<file path="src/rtl/player_ctrl.sv">
// player_ctrl: per-player motion controller for the soccer game.
// One instance per player, advanced once per video frame. Decodes two USB
// keycode slots, then produces the sprite position, signed velocities, facing,
// walk animation frame and a kick window. Every output comes straight from a flop.
module player_ctrl #(
    parameter int         X_MIN         = 0,
    parameter int         X_MAX         = 639,
    parameter int         Y_MIN         = 0,
    parameter int         Y_MAX         = 460,
    parameter int         SIZE_X        = 24,
    parameter int         SIZE_Y        = 32,
    parameter int         START_X       = 64,
    parameter int         EDGE_MARGIN   = 5,
    parameter int         WALK_SPEED    = 2,
    parameter int         ACCEL_PERIOD  = 4,
    parameter int         JUMP_VEL      = 5,
    parameter int         GRAV_PERIOD   = 10,
    parameter int         MAX_FALL      = 6,
    parameter int         ANIM_FRAMES   = 2,
    parameter int         ANIM_PERIOD   = 15,
    parameter logic [7:0] KEY_LEFT      = 8'h04,
    parameter logic [7:0] KEY_RIGHT     = 8'h07,
    parameter logic [7:0] KEY_JUMP      = 8'h1A,
    parameter logic [7:0] KEY_KICK      = 8'h2C,
    parameter int         KICK_FRAMES   = 8,
    parameter int         KICK_COOLDOWN = 12
) (
    input  logic                     frame_clk,
    input  logic                     Reset,
    input  logic                     AllowInput,
    input  logic [7:0]               keycode,
    input  logic [7:0]               keycode2,
    output logic [9:0]               PlayerX,
    output logic [9:0]               PlayerY,
    output logic [9:0]               PlayerSX,
    output logic [9:0]               PlayerSY,
    output logic signed [9:0]        XMotion,
    output logic signed [9:0]        YMotion,
    output logic                     facing,
    output logic [((ANIM_FRAMES > 1) ? $clog2(ANIM_FRAMES) : 1)-1:0] anim_frame,
    output logic                     on_ground,
    output logic                     kicking
);

    localparam int AW = (ANIM_FRAMES > 1) ? $clog2(ANIM_FRAMES) : 1;

    // Playfield bounds for the sprite centre, widened so signed compares never wrap.
    localparam logic signed [11:0] X_LO  = 12'(X_MIN + EDGE_MARGIN + SIZE_X);
    localparam logic signed [11:0] X_HI  = 12'(X_MAX - EDGE_MARGIN - SIZE_X);
    localparam logic signed [11:0] Y_GND = 12'(Y_MAX - SIZE_Y);
    localparam logic signed [11:0] Y_TOP = 12'(Y_MIN + SIZE_Y);

    localparam logic signed [9:0] WALK_V = 10'(WALK_SPEED);
    localparam logic signed [9:0] JUMP_V = 10'(JUMP_VEL);
    localparam logic signed [9:0] FALL_V = 10'(MAX_FALL);

    // Terminal counts; a period of 0 or 1 means "every frame".
    localparam logic [15:0] ACC_LAST  = (ACCEL_PERIOD  > 1) ? 16'(ACCEL_PERIOD  - 1) : 16'd0;
    localparam logic [15:0] GRAV_LAST = (GRAV_PERIOD   > 1) ? 16'(GRAV_PERIOD   - 1) : 16'd0;
    localparam logic [15:0] ANIM_LAST = (ANIM_PERIOD   > 1) ? 16'(ANIM_PERIOD   - 1) : 16'd0;
    localparam logic [15:0] KICK_LAST = (KICK_FRAMES   > 1) ? 16'(KICK_FRAMES   - 1) : 16'd0;
    localparam logic [15:0] COOL_LAST = (KICK_COOLDOWN > 1) ? 16'(KICK_COOLDOWN - 1) : 16'd0;
    localparam logic [AW-1:0] FRAME_LAST = (ANIM_FRAMES > 1) ? AW'(ANIM_FRAMES - 1) : '0;

    // Refuse to build with bounds or speeds that do not fit the 10-bit datapath.
    if (X_MAX > 1023 || Y_MAX > 1023 || X_MIN < 0 || Y_MIN < 0 ||
        START_X > 1023 || SIZE_X > 1023 || SIZE_Y > 1023 ||
        (X_MIN + EDGE_MARGIN + SIZE_X) > (X_MAX - EDGE_MARGIN - SIZE_X) ||
        (Y_MIN + SIZE_Y) > (Y_MAX - SIZE_Y) ||
        WALK_SPEED > 511 || JUMP_VEL > 511 || MAX_FALL > 511) begin : g_bad_params
        $error("player_ctrl: parameters do not fit in 10 bits");
    end

    typedef enum logic {V_GROUND, V_AIR} v_state_e;
    typedef enum logic [1:0] {K_IDLE, K_KICK, K_COOL} k_state_e;

    logic               press_l, press_r, press_j, press_k;
    logic signed [9:0]  target;
    logic signed [11:0] next_x, next_y;

    logic [9:0]         player_x_q, player_x_d;
    logic [9:0]         player_y_q, player_y_d;
    logic signed [9:0]  x_motion_q, x_motion_d;
    logic signed [9:0]  y_motion_q, y_motion_d;
    logic               facing_q, facing_d;
    logic [15:0]        acc_cnt_q, acc_cnt_d;
    logic [15:0]        grav_cnt_q, grav_cnt_d;
    logic [15:0]        anim_cnt_q, anim_cnt_d;
    logic [AW-1:0]      anim_frame_q, anim_frame_d;
    v_state_e           v_state_q, v_state_d;
    logic               on_ground_q, on_ground_d;
    k_state_e           k_state_q, k_state_d;
    logic [15:0]        kick_cnt_q, kick_cnt_d;
    logic               kicking_q, kicking_d;
    logic               kick_prev_q, kick_prev_d;

    // Key decode: either slot may carry a binding; gating forces everything released.
    always_comb begin
        press_l = AllowInput && (keycode == KEY_LEFT  || keycode2 == KEY_LEFT);
        press_r = AllowInput && (keycode == KEY_RIGHT || keycode2 == KEY_RIGHT);
        press_j = AllowInput && (keycode == KEY_JUMP  || keycode2 == KEY_JUMP);
        press_k = AllowInput && (keycode == KEY_KICK  || keycode2 == KEY_KICK);
    end

    // Horizontal: ramp velocity toward the key target, move by the old velocity, clamp at walls.
    always_comb begin
        target   = '0;
        facing_d = facing_q;
        if (press_r && !press_l) begin
            target   = WALK_V;
            facing_d = 1'b1;
        end else if (press_l && !press_r) begin
            target   = -WALK_V;
            facing_d = 1'b0;
        end

        x_motion_d = x_motion_q;
        acc_cnt_d  = '0;
        if (x_motion_q != target) begin
            if (ACCEL_PERIOD == 0) begin
                x_motion_d = target;
            end else if (acc_cnt_q == ACC_LAST) begin
                x_motion_d = (x_motion_q < target) ? x_motion_q + 10'sd1 : x_motion_q - 10'sd1;
            end else begin
                acc_cnt_d = acc_cnt_q + 16'd1;
            end
        end

        next_x     = $signed({2'b00, player_x_q}) + $signed({{2{x_motion_q[9]}}, x_motion_q});
        player_x_d = next_x[9:0];
        if (next_x < X_LO) begin
            player_x_d = X_LO[9:0];
            x_motion_d = '0;
            acc_cnt_d  = '0;
        end else if (next_x > X_HI) begin
            player_x_d = X_HI[9:0];
            x_motion_d = '0;
            acc_cnt_d  = '0;
        end
    end

    // Vertical: ground/air state with periodic gravity, landing snap and ceiling stop.
    always_comb begin
        v_state_d   = v_state_q;
        player_y_d  = player_y_q;
        y_motion_d  = y_motion_q;
        grav_cnt_d  = grav_cnt_q;
        on_ground_d = on_ground_q;
        next_y      = $signed({2'b00, player_y_q}) + $signed({{2{y_motion_q[9]}}, y_motion_q});
        case (v_state_q)
            V_GROUND: begin
                y_motion_d  = '0;
                on_ground_d = 1'b1;
                if (press_j) begin
                    y_motion_d  = -JUMP_V;
                    v_state_d   = V_AIR;
                    on_ground_d = 1'b0;
                    grav_cnt_d  = '0;
                end
            end
            default: begin
                if (grav_cnt_q == GRAV_LAST) begin
                    grav_cnt_d = '0;
                    y_motion_d = (y_motion_q >= FALL_V) ? FALL_V : y_motion_q + 10'sd1;
                end else begin
                    grav_cnt_d = grav_cnt_q + 16'd1;
                end
                if (!y_motion_q[9] && next_y >= Y_GND) begin
                    player_y_d  = Y_GND[9:0];
                    y_motion_d  = '0;
                    v_state_d   = V_GROUND;
                    on_ground_d = 1'b1;
                end else if (next_y < Y_TOP) begin
                    player_y_d = Y_TOP[9:0];
                    y_motion_d = '0;
                end else begin
                    player_y_d = next_y[9:0];
                end
            end
        endcase
    end

    // Walk animation: runs only while the new velocity is non-zero, otherwise parks on frame 0.
    always_comb begin
        anim_frame_d = anim_frame_q;
        anim_cnt_d   = anim_cnt_q;
        if (x_motion_d == '0) begin
            anim_frame_d = '0;
            anim_cnt_d   = '0;
        end else if (anim_cnt_q == ANIM_LAST) begin
            anim_cnt_d   = '0;
            anim_frame_d = (anim_frame_q == FRAME_LAST) ? '0 : anim_frame_q + AW'(1);
        end else begin
            anim_cnt_d = anim_cnt_q + 16'd1;
        end
    end

    // Kick: fire on a fresh press, hold the window, then cool down before re-arming.
    always_comb begin
        k_state_d   = k_state_q;
        kick_cnt_d  = kick_cnt_q;
        kicking_d   = kicking_q;
        kick_prev_d = press_k;
        case (k_state_q)
            K_IDLE: begin
                kicking_d = 1'b0;
                if (press_k && !kick_prev_q) begin
                    k_state_d  = K_KICK;
                    kick_cnt_d = '0;
                    kicking_d  = 1'b1;
                end
            end
            K_KICK: begin
                if (kick_cnt_q == KICK_LAST) begin
                    k_state_d  = K_COOL;
                    kick_cnt_d = '0;
                    kicking_d  = 1'b0;
                end else begin
                    kick_cnt_d = kick_cnt_q + 16'd1;
                end
            end
            default: begin
                kicking_d = 1'b0;
                if (kick_cnt_q == COOL_LAST) begin
                    k_state_d  = K_IDLE;
                    kick_cnt_d = '0;
                end else begin
                    kick_cnt_d = kick_cnt_q + 16'd1;
                end
            end
        endcase
    end

    // State register for the whole controller; reset drops any jump or kick in progress.
    always_ff @(posedge frame_clk or posedge Reset) begin
        if (Reset) begin
            player_x_q   <= 10'(START_X);
            player_y_q   <= Y_GND[9:0];
            x_motion_q   <= '0;
            y_motion_q   <= '0;
            facing_q     <= 1'b1;
            acc_cnt_q    <= '0;
            grav_cnt_q   <= '0;
            anim_cnt_q   <= '0;
            anim_frame_q <= '0;
            v_state_q    <= V_GROUND;
            on_ground_q  <= 1'b1;
            k_state_q    <= K_IDLE;
            kick_cnt_q   <= '0;
            kicking_q    <= 1'b0;
            kick_prev_q  <= 1'b0;
        end else begin
            player_x_q   <= player_x_d;
            player_y_q   <= player_y_d;
            x_motion_q   <= x_motion_d;
            y_motion_q   <= y_motion_d;
            facing_q     <= facing_d;
            acc_cnt_q    <= acc_cnt_d;
            grav_cnt_q   <= grav_cnt_d;
            anim_cnt_q   <= anim_cnt_d;
            anim_frame_q <= anim_frame_d;
            v_state_q    <= v_state_d;
            on_ground_q  <= on_ground_d;
            k_state_q    <= k_state_d;
            kick_cnt_q   <= kick_cnt_d;
            kicking_q    <= kicking_d;
            kick_prev_q  <= kick_prev_d;
        end
    end

    assign PlayerX    = player_x_q;
    assign PlayerY    = player_y_q;
    assign PlayerSX   = 10'(SIZE_X);
    assign PlayerSY   = 10'(SIZE_Y);
    assign XMotion    = x_motion_q;
    assign YMotion    = y_motion_q;
    assign facing     = facing_q;
    assign anim_frame = anim_frame_q;
    assign on_ground  = on_ground_q;
    assign kicking    = kicking_q;

endmodule

</file>
<file path="config.mk">
export PLATFORM = sky130hd
export DESIGN_NAME = player_ctrl
export DESIGN_NICKNAME = d
export VERILOG_FILES = /design/src/rtl/player_ctrl.sv
export SDC_FILE = /design/constraint.sdc
export NUM_CORES = 1
export LEC_CHECK = 0
export BUFFER_PORTS_ARGS = -buffer_cell sky130_fd_sc_hd__buf_4
export CAP_MARGIN = 20
export CORE_MARGIN = 8
export CORE_UTILIZATION = 40
export CTS_BUF_LIST = sky130_fd_sc_hd__clkbuf_4
export CTS_CLUSTER_DIAMETER = 40
export DETAILED_ROUTE_END_ITERATION = 10
export SLEW_MARGIN = 20
export SYNTH_ARGS = -nofsm -noshare
export SYNTH_HDL_FRONTEND = slang
export SYNTH_SLANG_ARGS = --single-unit
export TNS_END_PERCENT = 50
</file>
<file path="constraint.sdc">
create_clock -name frame_clk -period 10.3 [get_ports frame_clk]
set_input_delay 1.03 -clock frame_clk [delete_from_list [all_inputs] [get_ports frame_clk]]
set_output_delay 1.03 -clock frame_clk [all_outputs]
set_load 0.01 [all_outputs]
</file>
==> results of run 1 <==
## routing by layer
metal / track usage / vias to the layer above
met4: 0.0257 / 0
met2: 0.240 / 105
met5: 0 / -
li1: - / 3246
met1: 0.208 / 3038
met3: 0.0354 / 11
## kinds of logic after synthesis
kind of cell / after synthesis / synth area share
flops: 112 / 0.366
simple gates: 382 / 0.261
other cells: 2 / 0.000978
mux: 8 / 0.0107
fa+ha+maj: 44 / 0.0736
xor+xnor: 66 / 0.0752
buf+inv: 80 / 0.0516
compound gates: 193 / 0.160
## Yosys cell counts, types with 6 or more instances
cell type / count / area (µm²)
dfrtp_1: 104 / 2600
nor2_1: 97 / 364
nand2_1: 78 / 293
o21ai_0: 63 / 315
a21oi_1: 46 / 230
ha_1: 42 / 526
xor2_1: 37 / 324
nand3_1: 32 / 160
nor3_1: 32 / 160
inv_1: 30 / 113
xnor2_1: 29 / 254
nand4_1: 23 / 144
and3_1: 22 / 138
buf_4: 20 / 150
clkbuf_1: 20 / 75.1
nor4_1: 16 / 100
and2_1: 10 / 62.6
nor3_2: 10 / 100
a21o_1: 9 / 67.6
a31oi_1: 9 / 56.3
nand2b_1: 9 / 56.3
nor3b_1: 9 / 67.6
nor4b_1: 9 / 78.8
dfstp_2: 8 / 210
o211ai_1: 7 / 52.6
a211o_1: 6 / 52.6
mux2i_1: 6 / 60.1
nor2b_1: 6 / 37.5
o21a_1: 6 / 45.0
## layout by cell type, fill, tap and decap left out, types with 6 or more instances in the layout
cell type,count
nand2_1,78
xor2_1,37
clkbuf_4,9
nor2b_1,6
nor3b_1,9
nor2_1,97
and3_1,22
o211ai_1,7
o21a_1,6
a21oi_1,46
nand4_1,23
o21ai_0,63
ha_1,42
nor4b_1,9
and2_1,10
a31oi_1,9
buf_4,64
dfstp_2,8
a211o_1,6
nor3_1,32
nand2b_1,9
nor4_1,16
nand3_1,32
conb_1,20
mux2i_1,6
nor3_2,10
inv_1,29
a21o_1,9
dfrtp_1,104
xnor2_1,29
## layout make-up
class	instances	area, µm²
sequential	112	2810
multi-input combinational	713	4540
timing repair buffer	65	492
clock inverter	7	71.3
fill	1925	10400
inverter	31	119
tap	234	293
clock buffer	9	67.6
## metrics by stage
stage / cell area [µm²] / hold slack (ns) / std cells / utilization
finish: 8400 / 0.506 / 1171 / 0.448
global route: 8400 / 0.538 / 1171 / 0.448
CTS: 8400 / 0.510 / 1171 / 0.447
detailed placement: 8260 / 0.489 / 1155 / 0.440
global placement: 8250 / 0.484 / 1154 / 0.439
floorplan: 7750 / 0.452 / 905 / -
## final timing paths
kind                                     start              to  slack (ns)  cells after the start
worst min-delay path            grav_cnt_q[13]  grav_cnt_q[13]        0.51                      1
worst max-delay path                keycode[5]  anim_cnt_q[12]        3.68                     23
min in group asynchronous                Reset    acc_cnt_q[6]        0.65                      2
max in group asynchronous                Reset   anim_cnt_q[4]        8.46                      3
worst max register to register      XMotion[9]  anim_cnt_q[12]        5.15                     16
worst min register to register  grav_cnt_q[13]  grav_cnt_q[13]        0.51                      1
## flip-flops by register name, indices dropped and copies added (netlist names), 2 cells and up
signal / flops
PlayerY: 10
kick_cnt_q: 16
k_state_q: 2
PlayerX: 10
acc_cnt_q: 16
XMotion: 10
anim_cnt_q: 16
YMotion: 10
grav_cnt_q: 16
## worst max-delay path, stage by stage
cell and delay (ns):
buf_4 0.11, nor3_1 0.25, nor4bb_1 0.39, and3_1 0.20, o21ai_0 0.11, ha_1 0.23
inv_1 0.21, ha_1 0.52, and4_4 0.29, and2_4 0.16, a221oi_4 0.78, xnor2_1 0.23
xnor2_1 0.18, ha_1 0.28, or4_1 0.41, nor2_1 0.10, mux2i_1 0.07, a21oi_1 0.21
xnor2_1 0.17, nand4_1 0.16, nor4_4 0.59, buf_6 0.24, nor3_2 0.05
## power groups by stage
stage | sequential, mW | combinational, mW | clock [mW]
after detailed placement | 0.491 | 0.371 | 0
final | 0.482 | 0.372 | 0.227
after global placement | 0.490 | 0.364 | 0
after global routing | 0.485 | 0.418 | 0.254
after CTS | 0.482 | 0.374 | 0.239
after floorplan | 0.490 | 0.288 | 0
==> summary.txt, run 1 <==
Status: completed
Slew headroom: 0.326
Clock-pin slew on the worst setup and hold paths: 0.16 ns
CORE AREA: 18800 µm²
I/O pin count: 83
WL met3: 776 µm
Synth async-reset ratio: 1.00
CTS Buf Count: 9
Tcrit/Tclk final: 0.643
Worst-Margin Slew: 1.01 ns
Top Metal Used: met4
Synth-to-Final Area Change: 9.33%
P_leak: 3.77 nW
Routed wire length: 17.7 mm
Clock root cell: clkbuf_4
Clock sinks: 112
Die area: 23900 µm²
RSZ-0062 raised after global routing: false
Cell internal pwr: 0.680 mW
# resized after CTS: 0
Hold Path Class: flop to flop
Vias/cell: 5.47
Insertion delay to the later sink of the worst-skew pair: 0.48 ns
Psw: 0.401 mW
Post-DP HPWL: 12.9 mm
Worst Path Arrival: 6.99 ns
Buffer count from post-CTS setup fixing: 0
Clock tree from TritonCTS: done
Tmin final: 6.62 ns
Logic pwr share: 0.344
Seq pwr share: 0.446
Critical Path End Type: flop
Maxcap violations: 0
Final #Nets: 995
Antenna Cells: 0
Die W: 155 µm
Syn avg cell area: 8.66 µm²
Drc violations: 0
Placement Rows: 50
Most used DFF post-synth: dfrtp_1
Switching share of power: 0.371
FF+latch count, synth: 112
DP Worst Slack: 3.19 ns
CTS Hold Buffers Added: 0
Total iterations of the first detailed-routing run: 4
Mapped cell area: 7680 µm²
Crit path max fanout: 23
Endpoints failing setup: 0
Total chip power: 1.08 mW
Routed met2 length: 7.87 mm
H-tree lvl count: 3
Cells after Synth: 887
Pwr dens: 129 nW/µm²
Critical Path RT: 10.67 ns
Share of layout cells above drive strength 1: 0.124
Max Clk Rate: 151 MHz
Slew Viols, Final: 0
Number of enable flip-flop cells after synthesis: 0
Largest net degree at the start of global routing: 58
Clk pwr share: 0.210
Vias: 6400
Final WS setup: 3.68 ns
IO buf count: 62
Critical path class: input port to flop
Grt total ovfl: 0
Worst setup SP type: input port
Average wire per standard cell: 15.1 µm
Total Routing Usage GR: 0.151
Met1 wire length: 8.96 mm
Final Hold Viols: 0
DRT iter0 DRCs: 313
Ys Warns: 0
CTS Buffer Depth: 2
Register area share after synthesis: 0.366
First-pass GRT wire length: 30.3 mm
Yosys cell types: 71
Vias in the first global route: 6175
Fin Setup TNS: 0 ns
Initial core utilization: 0.409
Antenna violations before repair: 0
Die Span Y: 155 µm
Antenna Nets Post-Route: 0
Max VDD drop: 68.8 µV
Clk_skew: 0.0240 ns
Placer Congestion: 0.833
No activity file was read; power rests on OpenSTA's default activity.
==> run 2, diff against run 1 <==
Clock period 10.3 ns to 6.5 ns, I/O delays scaled along.
==> run 2 against run 1 <==
  * Via count decreased by 0.41%
  * Cell count up 0.34%
  * Sequential share of layout area about the same
  * Power grew 57%
  * Combinational power increased by 61%
  * Die area unchanged
  * Final area about the same
  * Wire length about the same
  * Hold slack got worse by 0.30 ns
  * Register-to-register slack worse by 2.8 ns
  * Worst setup slack got worse by 2.4 ns
  * Sequential cell count unchanged
  * Critical endpoint is now anim_cnt_q[2]
==> summary.txt, run 2 (synthesis gave the netlist of run 1 again) <==
Status: completed
Die Span Y: 155 µm (unchanged)
Finished Cell Area: 8400 µm² (about the same)
Pwr dens: 202 nW/µm² (+57%)
Clock tree from TritonCTS: done
CTS Buf Count: 9 (unchanged)
Crit path max fanout: 23 (unchanged)
Worst setup SP type: input port
Vias in the first global route: 6050 (-2.0%)
Tmin final: 5.22 ns
Critical path class: input port to flop
CTS Buffer Depth: 2 (unchanged)
Worst-Margin Slew: 0.963 ns (-0.0425 ns)
Vias/cell: 5.42 (-0.75%)
Final Hold Viols: 0 (unchanged)
Max Clk Rate: 191 MHz
Tcrit/Tclk final: 0.804
Critical Path RT: 6.87 ns (-3.80 ns)
CTS Hold Buffers Added: 0 (unchanged)
First-pass GRT wire length: 30.1 mm (-0.39%)
# resized after CTS: 0 (unchanged)
Total Routing Usage GR: 0.151 (about the same)
Placement Rows: 50 (unchanged)
Vias: 6374 (-0.41%)
IO buf count: 62 (unchanged)
Final WS setup: 1.28 ns (-2.40 ns)
Worst hold slack: 0.203 ns (-0.304 ns)
Fin Setup TNS: 0 ns (unchanged)
Clock sinks: 112 (unchanged)
DRT iter0 DRCs: 300 (-4.2%)
DP Worst Slack: 0.719 ns (-2.47 ns)
H-tree lvl count: 3 (unchanged)
Insertion delay to the later sink of the worst-skew pair: 0.49 ns (about the same)
Cell family with most CP delay: simple AND/OR/NAND/NOR gates
Antenna violations before repair: 1 (+1)
Commonest non-fill, non-tap cells in the layout: dfrtp_1 (104), nor2_1 (97), nand2_1 (78)
Average wire per standard cell: 15.1 µm (-0.32%)
Final #Nets: 997 (+0.20%)
Crit path buf inv count: 4 (+1)
Fin util: 0.447 (about the same)
I/O pin count: 83 (unchanged)
Slew headroom: 0.355 (+0.0284)
Crit-path cells: buf_4 -> nor3_1 -> nor4bb_1 -> and3_1 -> o21ai_0 -> ha_1 -> inv_1 -> ha_1 -> buf_4 -> and4_4 -> and2_4 -> a221oi_4 -> xnor2_1 -> xnor2_1 -> ha_1 -> or4_1 -> nor2_1 -> mux2i_1 -> a21oi_1 -> xnor2_1 -> nand4_1 -> nor4_4 -> buf_4 -> nor3_1
Die W: 155 µm (unchanged)
Grt total ovfl: 0 (unchanged)
Area post-placement: 8270 µm² (+0.18%)
Largest net degree at the start of global routing: 69 (+19%)
Critical Path End Type: flop
Share of layout cells above drive strength 1: 0.126 (+0.00187)
Buffer count from post-CTS setup fixing: 0 (unchanged)
CP max stage delay: 0.41 ns (-0.37 ns)
RSZ-0062 raised after global routing: false
Drc violations: 0 (unchanged)
Initial core utilization: 0.409 (unchanged)
Clk_skew: 0.0210 ns (-0.00294 ns)
Clock root cell: clkbuf_4
Post-DP HPWL: 13.0 mm (+0.48%)
Placer Congestion: 0.832 (-0.18%)
P_leak: 3.78 nW (+0.11%)
Slowest cell on the critical path: or4_1
Slew Viols, Final: 0 (unchanged)
CORE AREA: 18800 µm² (unchanged)
Total iterations of the first detailed-routing run: 4 (unchanged)
Maxcap violations: 0 (unchanged)
Die area: 23900 µm² (unchanged)
Clock-pin slew on the worst setup and hold paths: 0.19 ns (+0.03 ns)
Worst Path Arrival: 5.59 ns (-1.40 ns)
Synth-to-Final Area Change: 9.32% (about the same)
Max VDD drop: 104 µV (+51%)
Endpoints failing setup: 0 (unchanged)
Routed wire length: 17.7 mm (about the same)
Antenna Nets Post-Route: 0 (unchanged)
Most common cell after layout, fill and taps aside: dfrtp_1
Hold Path Class: input port to async pin
==> run 2: per-layer routing <==
layer  routed length (µm)  track usage  share of wire  vias up
li1                     -            -              -     3242
met1                 8840        0.209           0.50     3014
met2                 7890        0.237           0.44      111
met3                  880       0.0376          0.050        7
met4                  129       0.0261         0.0073        0
met5                    0            0              0        -
==> run 2: power breakdown <==
group	leakage, nW	internal, mW	switching (mW)
logic	2.21	0.234	0.364
registers	1.50	0.729	0.0342
clock network	0.0646	0.0828	0.249
==> run 2: layout make-up <==
type | count | area, µm²
inverters | 31 | 119
multi-input cells | 713 | 4540
repair buffers | 67 | 503
fillers | 1898 | 10400
clock buffers | 9 | 67.6
well taps | 234 | 293
clock inverters | 7 | 53.8
flip-flops and latches | 112 | 2810
diodes | 2 | 5.00
==> run 2: path summary, 6_finish.rpt <==
path	depth (start not counted)	to	start	slack, ns
worst max register to register	17	anim_cnt_q[2]	XMotion[9]	2.38
worst max-delay path	24	anim_cnt_q[2]	keycode[5]	1.28
worst min-delay path	2	grav_cnt_q[10]	Reset	0.20
max in group asynchronous	3	PlayerY[0]	Reset	5.02
worst min register to register	1	acc_cnt_q[0]	acc_cnt_q[0]	0.51
min in group frame_clk	3	kick_prev_q	keycode[3]	0.44
==> run 2: worst register-to-register path, stage by stage (launching register included) <==
cell and delay, ns:
dfrtp_1 0.51, ha_1 0.32, buf_4 0.20, and4_4 0.18
and2_4 0.16, a221oi_4 0.30, xnor2_1 0.21, xnor2_1 0.11
ha_1 0.28, or4_1 0.41, nor2_1 0.09, mux2i_1 0.08
a21oi_1 0.17, xnor2_1 0.16, nand4_1 0.17, nor4_4 0.28
buf_4 0.30, nor3_1 0.09
==> run 2: through the flow <==
stage	total power, mW	std cells
global route	1.81	1175
detailed placement	1.38	1157
finish	1.69	1175
CTS	1.72	1173
global placement	1.37	1157
floorplan	1.23	905
==> run 3, diff against run 2 <==
Clock period 6.5 ns to 5.04 ns, I/O delays scaled along.
==> run 3 against run 2 <==
  * Critical path depth grew 1
  * Power grew 37%
  * Register-to-register slack lost 1.3 ns
  * Worst setup slack lost 0.85 ns
  * Combinational power grew 40%
  * Via count grew 2.2%
  * Sequential cell count is the same
  * Sequential power grew 28%
  * Die area is the same
  * Clock-buffer cell count is the same
  * Clock power grew 54%
  * Highest routed layer unchanged
==> summary.txt, run 3 (synthesis gave the netlist of run 1 again) <==
Status: completed
Placer Congestion: 0.852 (+2.4%)
Max VDD drop: 124 µV (+19%)
Crit path max fanout: 17 (-26%)
Total chip power: 2.32 mW (+37%)
Total Routing Usage GR: 0.155 (+0.00359)
Largest net degree at the start of global routing: 69 (unchanged)
Vias/cell: 5.46 (+0.57%)
R2R setup slack: 1.05 ns (-1.33 ns)
Most common cell after layout, fill and taps aside: dfrtp_1
DRT iter0 DRCs: 311 (+3.7%)
Die Span Y: 155 µm (unchanged)
Antenna violations before repair: 1 (unchanged)
Worst-Margin Slew: 0.947 ns (-0.0165 ns)
Worst setup SP type: input port
FF/Latch Area: 2810 µm² (unchanged)
H-tree lvl count: 3 (unchanged)
Clk_skew: 0.0157 ns (-0.00529 ns)
First-pass GRT wire length: 30.8 mm (+2.2%)
RSZ-0062 raised after global routing: false
CTS Buffer Depth: 2 (unchanged)
Vias: 6514 (+2.2%)
R2r endpoint: anim_cnt_q[15]
Share of layout cells above drive strength 1: 0.147 (+0.0214)
Clock root cell: clkbuf_4
Tmin final: 4.61 ns
Vias in the first global route: 6220 (+2.8%)
Commonest non-fill, non-tap cells in the layout: dfrtp_1 (104), nor2_1 (97), buf_4 (86)
Hold Path Class: input port to async pin
Clock sinks: 112 (unchanged)
Slew Viols, Final: 0 (unchanged)
Final #Nets: 1017 (+2.0%)
Critical Path End Type: flop
Grt total ovfl: 0 (unchanged)
Slowest cell on the critical path: nor4_4
Clock tree from TritonCTS: done
Pwr dens: 270 nW/µm² (+34%)
Crit path from: keycode[5]
Average wire per standard cell: 15.3 µm (+1.1%)
Placement Rows: 50 (unchanged)
Die area: 23900 µm² (unchanged)
Fillcell total: 1826 (-3.8%)
Final Hold Viols: 0 (unchanged)
IO buf count: 62 (unchanged)
Reg2Reg Depth: 18 (+1)
Multi-input gate area: 4560 µm² (+0.28%)
Initial core utilization: 0.409 (unchanged)
Tcrit/Tclk final: 0.916
Slew headroom: 0.366 (+0.0117)
Endpoints failing setup: 0 (unchanged)
Area post-placement: 8430 µm² (+1.9%)
Max Clk Rate: 217 MHz
Drc violations: 0 (unchanged)
Antenna Nets Post-Route: 0 (unchanged)
CORE AREA: 18800 µm² (unchanged)
CTS Hold Buffers Added: 0 (unchanged)
Critical Path RT: 5.41 ns (-1.46 ns)
Clock-pin slew on the worst setup and hold paths: 0.17 ns (-0.02 ns)
Worst Path Arrival: 4.98 ns (-0.61 ns)
Reg2Reg Launch Point: XMotion[6]
Synth-to-Final Area Change: 12.1%
Critical path class: input port to flop
Maxcap violations: 0 (unchanged)
Routed wire length: 18.2 mm (+2.8%)
Post-DP HPWL: 13.2 mm (+1.6%)
Setup crit end: anim_cnt_q[15]
Die W: 155 µm (unchanged)
Insertion delay to the later sink of the worst-skew pair: 0.49 ns (about the same)
CP max stage delay: 0.36 ns (-0.05 ns)
I/O pin count: 83 (unchanged)
Total iterations of the first detailed-routing run: 4 (unchanged)
P_leak: 3.91 nW (+3.4%)
CTS Buf Count: 9 (unchanged)
Finished Cell Area: 8610 µm² (+2.5%)
-- run 3: cell type report --
class / count / area share
flip-flops and latches: 112 / 0.327
clock inverters: 7 / 0.0110
clock buffers: 9 / 0.00785
well taps: 234 / 0.0340
repair buffers: 87 / 0.0773
multi-input cells: 713 / 0.529
inverters: 31 / 0.0138
diodes: 1 / 0.000291
-- run 3: critical path: cells and delay by family --
kind / cells / cell delay, ns
AND/OR/NAND/NOR: 10 / 1.90
buffers and inverters: 6 / 0.77
adder cells (fa/ha/maj): 3 / 0.75
AO/OA/AOI/OAI: 3 / 0.56
XOR/XNOR: 3 / 0.49
-- run 3: metal layers --
metal	routed length, µm	part of all wire	global-route usage
met1	8890	0.49	0.204
met4	172	0.0094	0.0327
met3	927	0.051	0.0387
met2	8240	0.45	0.252
met5	0	0	0
-- run 3: worst min-delay path by stage --
stage,start,slack (ns),cells past startpoint,endpoint
detailed placement,PlayerY[2],0.49,2,PlayerY[2]
finish,Reset,0.17,2,XMotion[5]
global route,Reset,0.22,2,XMotion[5]
floorplan,grav_cnt_q[15],0.45,1,grav_cnt_q[15]
CTS,Reset,0.18,2,XMotion[5]
global placement,acc_cnt_q[0],0.49,1,acc_cnt_q[0]
-- run 3: stage by stage --
step           instances  hold slack [ns]   util  setup TNS [ns]  setup slack, ns
2_1_floorplan        905            0.452      -               0           0.0218
3_3_place_gp        1177            0.488  0.449           -4.33           -0.263
3_5_place_dp        1177            0.490  0.449           -5.72           -0.349
4_1_cts             1193            0.180  0.458               0            0.201
5_1_grt             1194            0.223  0.459               0           0.0199
6_report            1194            0.171  0.459               0            0.425
-- run 3: timing repair --
item / CTS / global route
buffers inserted: 0 / 0
endpoints found under the setup margin: 0 / 17
endpoints found under the hold margin: 0 / 0
resized for setup: 0 / 4
-- run 3: where the power goes --
group          internal [mW]  switching (mW)
Combinational          0.347           0.490
Sequential             0.940          0.0354
Clock                  0.202           0.308
